## src/rtl/scratch_access_arbiter.sv

```systemverilog
// Round-robin arbiter of NUM_CLIENTS FSM masters (plus test-port override) onto a dual-port scratch memory.
// Optional macro SCRATCH_FWD_EN: same-cycle write->read forwarding on a shared address.
module scratch_access_arbiter #(
  parameter int ADDR_W      = 11,
  parameter int DATA_W      = 32,
  parameter int NUM_CLIENTS = 4,
  parameter int MEM_LAT     = 1
) (
  input  logic                          clk,
  input  logic                          reset,
  input  logic                          test_mode,
  input  logic                          test_rd_req,
  input  logic [ADDR_W-1:0]             test_rd_addr,
  input  logic                          test_wr_en,
  input  logic [ADDR_W-1:0]             test_wr_addr,
  input  logic [DATA_W-1:0]             test_wr_data,
  output logic                          test_rd_valid,
  input  logic [NUM_CLIENTS-1:0]        cl_rd_req,
  input  logic [NUM_CLIENTS*ADDR_W-1:0] cl_rd_addr,
  output logic [NUM_CLIENTS-1:0]        cl_rd_gnt,
  input  logic [NUM_CLIENTS-1:0]        cl_wr_req,
  input  logic [NUM_CLIENTS*ADDR_W-1:0] cl_wr_addr,
  input  logic [NUM_CLIENTS*DATA_W-1:0] cl_wr_data,
  output logic [NUM_CLIENTS-1:0]        cl_wr_gnt,
  output logic [NUM_CLIENTS-1:0]        rd_valid,
  output logic [DATA_W-1:0]             rd_data,
  output logic [ADDR_W-1:0]             mem_wr_addr,
  output logic [DATA_W-1:0]             mem_wr_data,
  output logic                          mem_wr_en,
  output logic [ADDR_W-1:0]             mem_rd_addr,
  input  logic [DATA_W-1:0]             mem_rd_data
);

  localparam int CW     = (NUM_CLIENTS > 1) ? $clog2(NUM_CLIENTS) : 1;
  localparam int STAGES = MEM_LAT + 1;

  function automatic logic [NUM_CLIENTS-1:0] rr_pick(input logic [NUM_CLIENTS-1:0] req,
                                                     input logic [CW-1:0] ptr);
    logic [NUM_CLIENTS-1:0] gnt;
    logic                   found;
    gnt   = '0;
    found = 1'b0;
    // First pass covers ptr..top, second pass covers the wrapped part.
    for (int i = 0; i < NUM_CLIENTS; i++) begin
      if (!found && req[i] && (CW'(i) >= ptr)) begin
        gnt[i] = 1'b1;
        found  = 1'b1;
      end
    end
    for (int i = 0; i < NUM_CLIENTS; i++) begin
      if (!found && req[i]) begin
        gnt[i] = 1'b1;
        found  = 1'b1;
      end
    end
    return gnt;
  endfunction

  function automatic logic [CW-1:0] oh_to_idx(input logic [NUM_CLIENTS-1:0] oh);
    logic [CW-1:0] idx;
    idx = '0;
    for (int i = 0; i < NUM_CLIENTS; i++) begin
      if (oh[i]) idx = CW'(i);
    end
    return idx;
  endfunction

  function automatic logic [CW-1:0] ptr_next(input logic [CW-1:0] idx);
    if (idx == CW'(NUM_CLIENTS - 1)) return '0;
    return idx + 1'b1;
  endfunction

  logic [CW-1:0]          rd_ptr, wr_ptr;
  logic [NUM_CLIENTS-1:0] rd_gnt_c, wr_gnt_c;
  logic [CW-1:0]          rd_idx, wr_idx;
  logic                   rd_issue, wr_issue;
  logic [ADDR_W-1:0]      rd_sel_addr, wr_sel_addr;
  logic [DATA_W-1:0]      wr_sel_data;
  logic [DATA_W-1:0]      rd_ret;

  logic                   vld_p  [STAGES];
  logic                   test_p [STAGES];
  logic [CW-1:0]          idx_p  [STAGES];

  always_comb begin
    rd_gnt_c    = '0;
    wr_gnt_c    = '0;
    if (!test_mode) begin
      rd_gnt_c = rr_pick(cl_rd_req, rd_ptr);
      wr_gnt_c = rr_pick(cl_wr_req, wr_ptr);
    end
    rd_idx      = oh_to_idx(rd_gnt_c);
    wr_idx      = oh_to_idx(wr_gnt_c);
    rd_sel_addr = test_rd_addr;
    wr_sel_addr = test_wr_addr;
    wr_sel_data = test_wr_data;
    for (int i = 0; i < NUM_CLIENTS; i++) begin
      if (rd_gnt_c[i]) rd_sel_addr = cl_rd_addr[i*ADDR_W +: ADDR_W];
      if (wr_gnt_c[i]) begin
        wr_sel_addr = cl_wr_addr[i*ADDR_W +: ADDR_W];
        wr_sel_data = cl_wr_data[i*DATA_W +: DATA_W];
      end
    end
    rd_issue = test_mode ? test_rd_req : (|rd_gnt_c);
    wr_issue = test_mode ? test_wr_en  : (|wr_gnt_c);
  end

  assign cl_rd_gnt = rd_gnt_c;
  assign cl_wr_gnt = wr_gnt_c;

`ifdef SCRATCH_FWD_EN
  logic              fwd_p      [MEM_LAT];
  logic [DATA_W-1:0] fwd_data_p [MEM_LAT];
  logic              fwd_hit;

  assign fwd_hit = mem_wr_en && vld_p[0] && (mem_wr_addr == mem_rd_addr);

  // Forward flag/data ride alongside the tag; entry k lines up with vld_p[k+1].
  always_ff @(posedge clk) begin
    fwd_p[0]      <= fwd_hit;
    fwd_data_p[0] <= mem_wr_data;
    for (int s = 1; s < MEM_LAT; s++) begin
      fwd_p[s]      <= fwd_p[s-1];
      fwd_data_p[s] <= fwd_data_p[s-1];
    end
  end

  assign rd_ret = fwd_p[MEM_LAT-1] ? fwd_data_p[MEM_LAT-1] : mem_rd_data;
`else
  assign rd_ret = mem_rd_data;
`endif

  // Stage p0: command register and tag-pipe entry; last stage aligns with mem_rd_data.
  always_ff @(posedge clk) begin
    if (reset) begin
      rd_ptr        <= '0;
      wr_ptr        <= '0;
      mem_wr_en     <= 1'b0;
      mem_wr_addr   <= '0;
      mem_wr_data   <= '0;
      mem_rd_addr   <= '0;
      rd_valid      <= '0;
      test_rd_valid <= 1'b0;
      rd_data       <= '0;
      for (int s = 0; s < STAGES; s++) vld_p[s] <= 1'b0;
    end else begin
      if (|rd_gnt_c) rd_ptr <= ptr_next(rd_idx);
      if (|wr_gnt_c) wr_ptr <= ptr_next(wr_idx);
      mem_wr_en <= wr_issue;
      if (wr_issue) begin
        mem_wr_addr <= wr_sel_addr;
        mem_wr_data <= wr_sel_data;
      end
      if (rd_issue) mem_rd_addr <= rd_sel_addr;
      vld_p[0] <= rd_issue;
      for (int s = 1; s < STAGES; s++) vld_p[s] <= vld_p[s-1];
      rd_valid      <= '0;
      test_rd_valid <= 1'b0;
      if (vld_p[STAGES-1]) begin
        rd_data <= rd_ret;
        if (test_p[STAGES-1]) test_rd_valid <= 1'b1;
        else                  rd_valid      <= NUM_CLIENTS'(1) << idx_p[STAGES-1];
      end
    end
  end

  always_ff @(posedge clk) begin
    test_p[0] <= test_mode;
    idx_p[0]  <= rd_idx;
    for (int s = 1; s < STAGES; s++) begin
      test_p[s] <= test_p[s-1];
      idx_p[s]  <= idx_p[s-1];
    end
  end

endmodule

```

## config.mk

```make
export PLATFORM = sky130hd
export DESIGN_NAME = scratch_access_arbiter
export DESIGN_NICKNAME = d
export VERILOG_FILES = /design/src/rtl/scratch_access_arbiter.sv
export SDC_FILE = /design/constraint.sdc
export NUM_CORES = 1
export LEC_CHECK = 0
export BUFFER_PORTS_ARGS = -buffer_cell sky130_fd_sc_hd__buf_4
export CORE_AREA = 2 2 162 164
export CTS_BUF_LIST = sky130_fd_sc_hd__clkbuf_8 sky130_fd_sc_hd__clkbuf_16
export CTS_CLUSTER_SIZE = 28
export DETAILED_ROUTE_END_ITERATION = 8
export DIE_AREA = 0 0 164 166
export HOLD_SLACK_MARGIN = 0.05
export PLACE_DENSITY = 0.46
export SLEW_MARGIN = 20
export SYNTH_ARGS = -nofsm -noshare
export SYNTH_HDL_FRONTEND = slang
export SYNTH_SLANG_ARGS = --single-unit
```

## constraint.sdc

```tcl
create_clock -name clk -period 5 [get_ports clk]
set_input_delay 0.75 -clock clk [delete_from_list [all_inputs] [get_ports clk]]
set_output_delay 0.75 -clock clk [all_outputs]
set_load 0.005 [all_outputs]
```

# [Word-level counts from Yosys, hierarchy flattened]
# Memories as Yosys holds them, arrays and structs flattened.
# Cells that the tools add are included.
[totals] out_inout_bits=100 ram_bits=8 memories=3 reg_bits=96 in_bits=315
[memory_table] name="idx_p" words=2 word_bits=2 read_ports=2 rd_ports_with_merged_regs=0 wr=2 line="83" rtl="logic [CW-1:0] idx_p [STAGES];"
[memory_table] name="test_p" words=2 word_bits=1 read_ports=2 rd_ports_with_merged_regs=0 wr=2 line="82" rtl="logic test_p [STAGES];"
[memory_table] name="vld_p" words=2 word_bits=1 read_ports=2 rd_ports_with_merged_regs=0 wr=2 line="81" rtl="logic vld_p [STAGES];"
[classes] bitwise=3 order_cmp=8 mux=80 reduce_logical=40 eq_ne=2 shifts=1 addsub=2
[op_table] operator="$mux 32" n=4
[op_table] operator="$mux 11" n=8
[op_table] operator="$mux 1" n=58
[op_table] operator="$logic_and 1x1->1" n=22
[op_table] operator="$mux 2" n=8
[op_table] operator="$logic_not 1->1" n=14
[op_table] operator="$ge 1x2->1 const A" n=4
[op_table] operator="$ge 2x2->1 const A" n=4
[op_table] operator="$mux 4" n=2
[op_table] operator="$reduce_or 4->1" n=2
[op_table] operator="$add 2x1->2 const B" n=2
[op_table] operator="$eq 2x2->1 const B" n=2
[op_table] operator="$shl 1x2->4 const A" n=1
[op_table] operator="$reduce_or 3->1" n=1
[op_table] operator="$or 1x1->1" n=2
[op_table] operator="$reduce_or 2->1" n=1
[op_table] operator="$not 1->1" n=1

# [Depth between registers and ports, before layout]
# Gate-level depths: netlist of the first run.
[logic_depth] ltp_word=43 depth_mapped=9

# [Worst setup path before layout of the first run]
# OpenSTA, ideal clock, no wires.
[synth_timing] kind="input port to output port" start="in cl_wr_req[2]" end="out cl_wr_gnt[0]" n_path_buf=2 t_arrival_ns=1.689 path_slack_ns=2.561 t_required_ns=4.250 stages=6 cell_sequence="clkbuf_2 o21a_1 o22ai_1 nand3_2 buf_2 inv_1"
[synth_between] elab_chain_cells=13
[synth_rtl] element="start: declaration" line="21" rtl="input logic [NUM_CLIENTS-1:0] cl_wr_req,"
[synth_rtl] element="$logic_and 1x1->1 (*) (2 in series)" line="45" rtl="if (!found && req[i] && (CW'(i) >= ptr)) begin"
[synth_rtl] element="$mux 1 (*)" line="45"
[synth_rtl] element="$mux 1 (*)" line="88" rtl="if (!test_mode) begin"
[synth_rtl] element="$logic_not 1->1" line="45"
[synth_rtl] element="$logic_and 1x1->1 (2 in series)" line="45"
[synth_rtl] element="$mux 1 (*)" line="45"
[synth_rtl] element="$mux 1 (*)" line="88"
[synth_rtl] element="$logic_not 1->1 (*)" line="51" rtl="if (!found && req[i]) begin"
[synth_rtl] element="$logic_and 1x1->1 (*)" line="51"
[synth_rtl] element="$mux 1 (*)" line="51"
[synth_rtl] element="$mux 4 (*)" line="88"
[synth_rtl] element="end: declaration" line="24" rtl="output logic [NUM_CLIENTS-1:0] cl_wr_gnt,"
# Every way passes the cells marked *; elsewhere a longest branch is shown, timed or not. The select of a mux whose other input is x is not followed.

# [Worst setup path in the final report of the first run]
[layout_timing] start="in test_mode" end="out cl_rd_gnt[2]"
[layout_between] elab_chain_cells=1
[layout_rtl] element="start: declaration" line="11" rtl="input logic test_mode,"
[layout_rtl] element="$mux 4" line="88"
[layout_rtl] element="end: declaration" line="20" rtl="output logic [NUM_CLIENTS-1:0] cl_rd_gnt,"
# No other way between the ends.

==> results of run 1 <==
area by class of cell:
class | count | area share [%]
timing repair buffer | 422 | 34.9
multi-input combinational | 420 | 33.7
sequential | 104 | 22.9
tap | 335 | 4.62
clock buffer | 9 | 2.48
clock inverter | 7 | 0.978
inverter | 9 | 0.372
antenna | 1 | 0.0276
per-stage QoR:
stage / worst slack [ps] / area, sq um
after global routing: 2070 / 9080
after global placement: 1880 / 8760
after detailed placement: 1870 / 8760
after floorplan: 2560 / 5410
after CTS: 1870 / 9070
final: 2180 / 9080
worst paths after layout:
check / from / end / slack, ps
setup / recovery: test_mode / cl_rd_gnt[2] / 2180
setup reg to reg: rd_ptr[1] / mem_rd_addr[1] / 2610
hold reg to reg: test_p[0][0] / test_p[0][1] / 330
hold / removal: test_p[0][0] / test_p[0][1] / 330
flip-flops by register name, summed over array words and instances (netlist names), 4 cells and up:
register,flops
mem_wr_data,32
rd_data,32
mem_rd_addr,11
mem_wr_addr,11
idx_p,4
rd_valid,4
power by group through the flow:
stage	clock network (W)	registers [W]	logic (W)
floorplan	0	0.000958	0.000306
global placement	0	0.000968	0.000676
detailed placement	0	0.000969	0.000674
CTS	0.000808	0.000951	0.000675
global route	0.000833	0.000959	0.000726
finish	0.000766	0.000950	0.000667
kinds of logic (layout without fill, tap and decap cells):
| family | Yosys count | in the layout | share of synthesized area (%) |
|---|---|---|---|
| AOI/OAI and AO/OA | 203 | 203 | 27.8 |
| and+or+nand+nor | 131 | 131 | 11.1 |
| DFF | 104 | 104 | 38.5 |
| muxes | 86 | 86 | 17.1 |
| buffers and inverters | 66 | 447 | 5.50 |
| other | 0 | 1 | 0 |
synth_stat cells (2+ instances only):
library cell	number
o21ai_0	19
inv_2	2
o22ai_1	46
nor2_1	49
a221oi_1	43
inv_1	7
and3_1	3
o21a_1	2
buf_2	14
mux2_2	51
nand2b_1	2
nor4_1	2
a311oi_1	4
buf_1	3
a221o_1	8
or3_1	4
nor2b_1	14
a222oi_1	3
clkbuf_1	33
o2111a_1	2
buf_4	3
o31ai_1	8
a211oi_1	45
a21oi_1	15
nor3_1	3
mux2i_1	35
dfxtp_1	104
nand2_1	47
clkbuf_2	2
routing by layer:
layer,track usage [%],part of all wire (%),vias up
li1,-,-,3034
met1,21.0,40,2863
met2,29.9,50,251
met3,4.65,8.0,33
met4,5.45,2.3,0
met5,0,0,-
critical path: cells and delay by family:
family	cells	cell delay (ps)
AND/OR/NAND/NOR	2	750
buffers and inverters	3	570
==> reports/metrics.cfg, run 1 <==
[outcome]
status=completed

[synth]
synth_edf_count=0
synthDistinctLibCells=46
synth_nets=905
synthArstFlopShare_pct=0
synthFlopType=dfxtp_1
synth_area_leaders=dfxtp_1 38%, mux2_2 11%, a221oi_1 7.0%, mux2i_1 6.5%, a211oi_1 6.2%
netlist_area_sq_um=5410
syn-mean-instance-area_sq_um=9.18
yosysSeqAreaShare_pct=38.5
yosys_warnings=0
synth_area_leader_cell=dfxtp_1
synth_top_area_share_pct=38.5
ys_ff_latch=104
netlist_instances=590

[sta]
rsz0062_at_grt=false
maxClockFrequency_mhz=355
hold_slack_ps=325
tightest_slew_ps=1020
fin_crit_ps=2820
final.setup_skew_ps=10.2
period_share_pct=56.4
finalSetupTns_ps=0
setup_viol=0
hold_violations=0
timing.slew.headroom_pct=32.1
finalMaxSlewViolations=0

[grt]
grt_pass1_wl_microns=36600
antenna_found_initial=1
grt_util_all_layers_pct=17.4
grt_overflow=0
grt_pass1_vias=6278
grt_start_max_net_pins=49

[setup_path]
reg2reg_depth=7
critPathArrivalTime_ps=2070
cp_slowest_cell=nor2_2
cp.required_ps=4250
critical-path-max-stage-delay_ps=610
critPathCaptureType=output pin
timing_worst_setup_path_type=in -> out
critPathLaunchType=input pin
cpMostUsedCell=buf_4
critPathMaxFanout=17
crit_chain=buf_4, inv_2, nand2_1, nor2_2, buf_4

[final_layout]
final_common_cell=buf_4
layout.cells.non_filler=1307
final_cell_mix=422 x buf_4, 103 x dfxtp_1, 51 x mux2_2
register_area_sq_um=2080
post-route-util_pct=35.4
fill_cells=2739
area_delta_synth_final_pct=67.7
nets=1281
drive_gt1_share_pct=51.8
multi_input_area_sq_um=3060

[cts]
clock_sinks=104
ctsHoldBuffers=0
h-tree-depth=3
cts_setup_buffers=0
cts_buffers=9
cts_tree=yes
clk_pin_slew_ps=80
root_buffer=clkbuf_16
post_cts_resized=0
cts_max_path_buffers=2
clk_latency_ps=360

[floorplanning]
start_util_pct=21.1
io_pins=415
dieArea_sq_um=27200
core_area_sq_um=25600
dieWidth_microns=164
placementRows=59
die_height_microns=166

[hold_path]
hp-class=reg -> reg
whs_path_depth=0

[pwr]
total_power_w=0.00238
powerDensity_nw_per_um2=262
seq_power_share_pct=39.9
p_sw_w=0.000728
pwr-share-comb_pct=28.0
p_leak_nw=4.06
ir_drop_v=0.000147
pwr-share-clk_pct=32.2
netSwitchingFraction_pct=30.5
internal-power_w=0.00166

[detailed_routing]
dr.pass1.iters=4
wl_per_cell_microns=18.8
num_vias=6181
dr.first_iter.drc_count=282
drt_wl_total_microns=24600
ant_nets=0
drcViolationCount=0
viasPerCell=4.73

[run]
maxCapViolations=0

[placement]
finalWeightedCongestion=0.814
port_buffers=414
dp.cells=1290
hpwl_microns=18700

Power figures use the tool's default switching activity.
==> run 2, diff against run 1 <==
--- a/config.mk
+++ b/config.mk
@@ -5,6 +5,7 @@
 export SDC_FILE = /design/constraint.sdc
 export NUM_CORES = 1
 export LEC_CHECK = 0
+export ABC_AREA = 1
 export BUFFER_PORTS_ARGS = -buffer_cell sky130_fd_sc_hd__buf_4
 export CORE_AREA = 2 2 162 164
 export CTS_BUF_LIST = sky130_fd_sc_hd__clkbuf_8 sky130_fd_sc_hd__clkbuf_16
@@ -12,7 +13,7 @@
 export DETAILED_ROUTE_END_ITERATION = 8
 export DIE_AREA = 0 0 164 166
 export HOLD_SLACK_MARGIN = 0.05
-export PLACE_DENSITY = 0.46
+export PLACE_DENSITY = 0.53
 export SLEW_MARGIN = 20
 export SYNTH_ARGS = -nofsm -noshare
 export SYNTH_HDL_FRONTEND = slang
==> constraint.sdc (replaced) <==
create_clock -name clk -period 2.3 [get_ports clk]
set_input_delay 0.345 -clock clk [delete_from_list [all_inputs] [get_ports clk]]
set_output_delay 0.345 -clock clk [all_outputs]
set_load 0.005 [all_outputs]
==> run 2 against run 1 <==
Effect of this change: area after synthesis increased by 20%; routed wire length increased by 20%; worst setup slack got worse by 2000 ps; global-route usage increased by 3.8 points; clock power increased by 110%; clock skew decreased by 0.53 ps; sequential power increased by 130%; sequential share of layout area decreased by 2.9 points; total power increased by 150%; cell area increased by 15%; clock-buffer cell count unchanged; flip-flop and latch count unchanged.
==> reports/metrics.cfg, run 2 <==
[sta]
setup_viol=0
hold_violations=0
timing.slew.headroom_pct=68.9
tightest_slew_ps=466
maxClockFrequency_mhz=470
fin_crit_ps=2130
finalMaxSlewViolations=0
period_share_pct=92.5
final.setup_skew_ps=9.71

[synth]
synthDistinctLibCells=34
yosys.cell_count.top_type=nand2_1
synthFlopType=dfxtp_1
synth_top_area_share_pct=32.1
synthArstFlopShare_pct=0
ys_top_cells_by_count=552 x nand2_1, 115 x inv_1, 104 x dfxtp_1
synth_area_leader_cell=dfxtp_1
synth_area_leaders=dfxtp_1 32%, nand2_1 32%, inv_1 6.6%, o21ai_0 6.6%, nor2_1 5.3%
syn-mean-instance-area_sq_um=5.65
netlist_area_sq_um=6490
ys_ff_latch=104
synth_nets=1464
netlist_instances=1149
synth_edf_count=0
yosysSeqAreaShare_pct=32.1
yosys_warnings=0

[grt]
grt_start_max_net_pins=70
grtUsageMet2_pct=36.5
met1_usage_pct=27.0
grt_overflow=0
antenna_found_initial=0
met3_usage_pct=2.72
grt_pass1_wl_microns=44900
busiest_layer=met2
grt_pass1_vias=8090
grt_util_all_layers_pct=21.2

[setup_path]
critPathLaunchType=register
r2r-end=mem_wr_data[9]
critical-path-max-stage-delay_ps=360
r2r_start=wr_ptr[0]
worstPathBufferInverterCount=3
critPathCaptureType=output pin
crit_family=buffers and inverters
cp.required_ps=1960
endpoint=cl_wr_gnt[1]
cp_slowest_cell=dfxtp_1
critPathMaxFanout=10
startpoint=wr_ptr[0]
reg2reg_slack_ps=300
crit_chain=nand2_1, nand2_2, nand4_2, o21ai_2, nand2_2, clkinv_4, buf_4, buf_4
reg2reg_depth=16
path_depth=8
timing_worst_setup_path_type=reg -> out
critPathArrivalTime_ps=1780

[placement]
port_buffers=414
hpwl_microns=22200
placed_cell_area_sq_um=9990
finalWeightedCongestion=0.863

[floorplanning]
start_util_pct=25.3
io_pins=415
placementRows=59
dieWidth_microns=164
die_height_microns=166
core_area_sq_um=25600
dieArea_sq_um=27200

[pwr]
powerDensity_nw_per_um2=567
ir_drop_v=0.000298
total_power_w=0.00589
p_leak_nw=5.93

[final_layout]
final_cell_mix=549 x nand2_1, 430 x buf_4, 114 x inv_1
num_antenna_cells=0
final_common_cell=nand2_1
design_area_sq_um=10400
drive_gt1_share_pct=32.1
area_delta_synth_final_pct=60.1
nets=1857
reg.largest.list=mem_wr_data: 32 flops, rd_data: 32 flops

[outcome]
status=completed

[detailed_routing]
viasPerCell=4.40
wl_per_cell_microns=15.7
dr.pass1.iters=5
drt_wl_total_microns=29600
ant_nets=0
dr.first_iter.drc_count=457
drcViolationCount=0
num_vias=8285

[run]
maxCapViolations=0

[cts]
cts_tree=yes
h-tree-depth=3
clock_sinks=104
cts_buffers=9
root_buffer=clkbuf_16
clk_pin_slew_ps=80
cts_max_path_buffers=2
ctsHoldBuffers=0
clk_latency_ps=360

[hold_path]
hp-class=in -> reg

[run 2: worst min path at each step]
stage | endpoint | from | cells after the start | slack (ps)
CTS | rd_data[21] | mem_rd_data[21] | 3 | 190
detailed placement | test_p[0][1] | test_p[0][0] | 0 | 310
global route | rd_data[15] | mem_rd_data[15] | 3 | 200
finish | rd_data[21] | mem_rd_data[21] | 3 | 210
global placement | test_p[0][1] | test_p[0][0] | 0 | 310
floorplan | idx_p[0][2] | idx_p[0][0] | 0 | 310
[run 2: logic make-up after synthesis]
group / after synthesis / synth area share, %
AOI/OAI and AO/OA: 148 / 11.9
DFF: 104 / 32.1
buffers and inverters: 185 / 12.2
and+or+nand+nor: 712 / 43.9
[run 2: metal layers]
layer  vias to the layer above  part of all wire [%]
li1                       4283                     -
met4                         0                   3.0
met3                        45                   5.0
met2                       244                    48
met1                      3713                    44
met5                         -                     0
[run 2: power breakdown]
group          internal [W]  switching [W]
clock network      0.000861       0.000766
logic               0.00102        0.00109
registers           0.00203       0.000120
[run 2: what timing repair did]
action,CTS,global route
resized for setup,2,8
endpoints found under the setup margin,3,5
buffers inserted,0,1
gates cloned,2,0
[run 2: layout make-up]
cell class	count	area, sq um
Clock inverter	6	77.6
Fill cell	2856	15200
Inverter	126	480
Multi-Input combinational cell	860	3640
Sequential cell	104	2080
Tap cell	335	419
Clock buffer	9	225
Timing Repair Buffer	441	3470
[run 2: tightest hold or removal path, delay by kind of cell]
kind                   cells  cell delay [ps]
and+or+nand+nor            2              110
buffers and inverters      1               80
[run 2: metrics by stage]
stage | cells | util [%] | setup WS, ps | setup TNS, ps | hold WS [ps]
6_report | 1881 | 40.6 | 174 | 0 | 210
5_1_grt | 1881 | 40.6 | -3.12 | -3.95 | 204
3_5_place_dp | 1863 | 39.0 | 218 | 0 | 314
2_1_floorplan | 1149 | - | 622 | 0 | 310
3_3_place_gp | 1863 | 39.0 | 287 | 0 | 311
4_1_cts | 1880 | 40.4 | 11.0 | 0 | 191
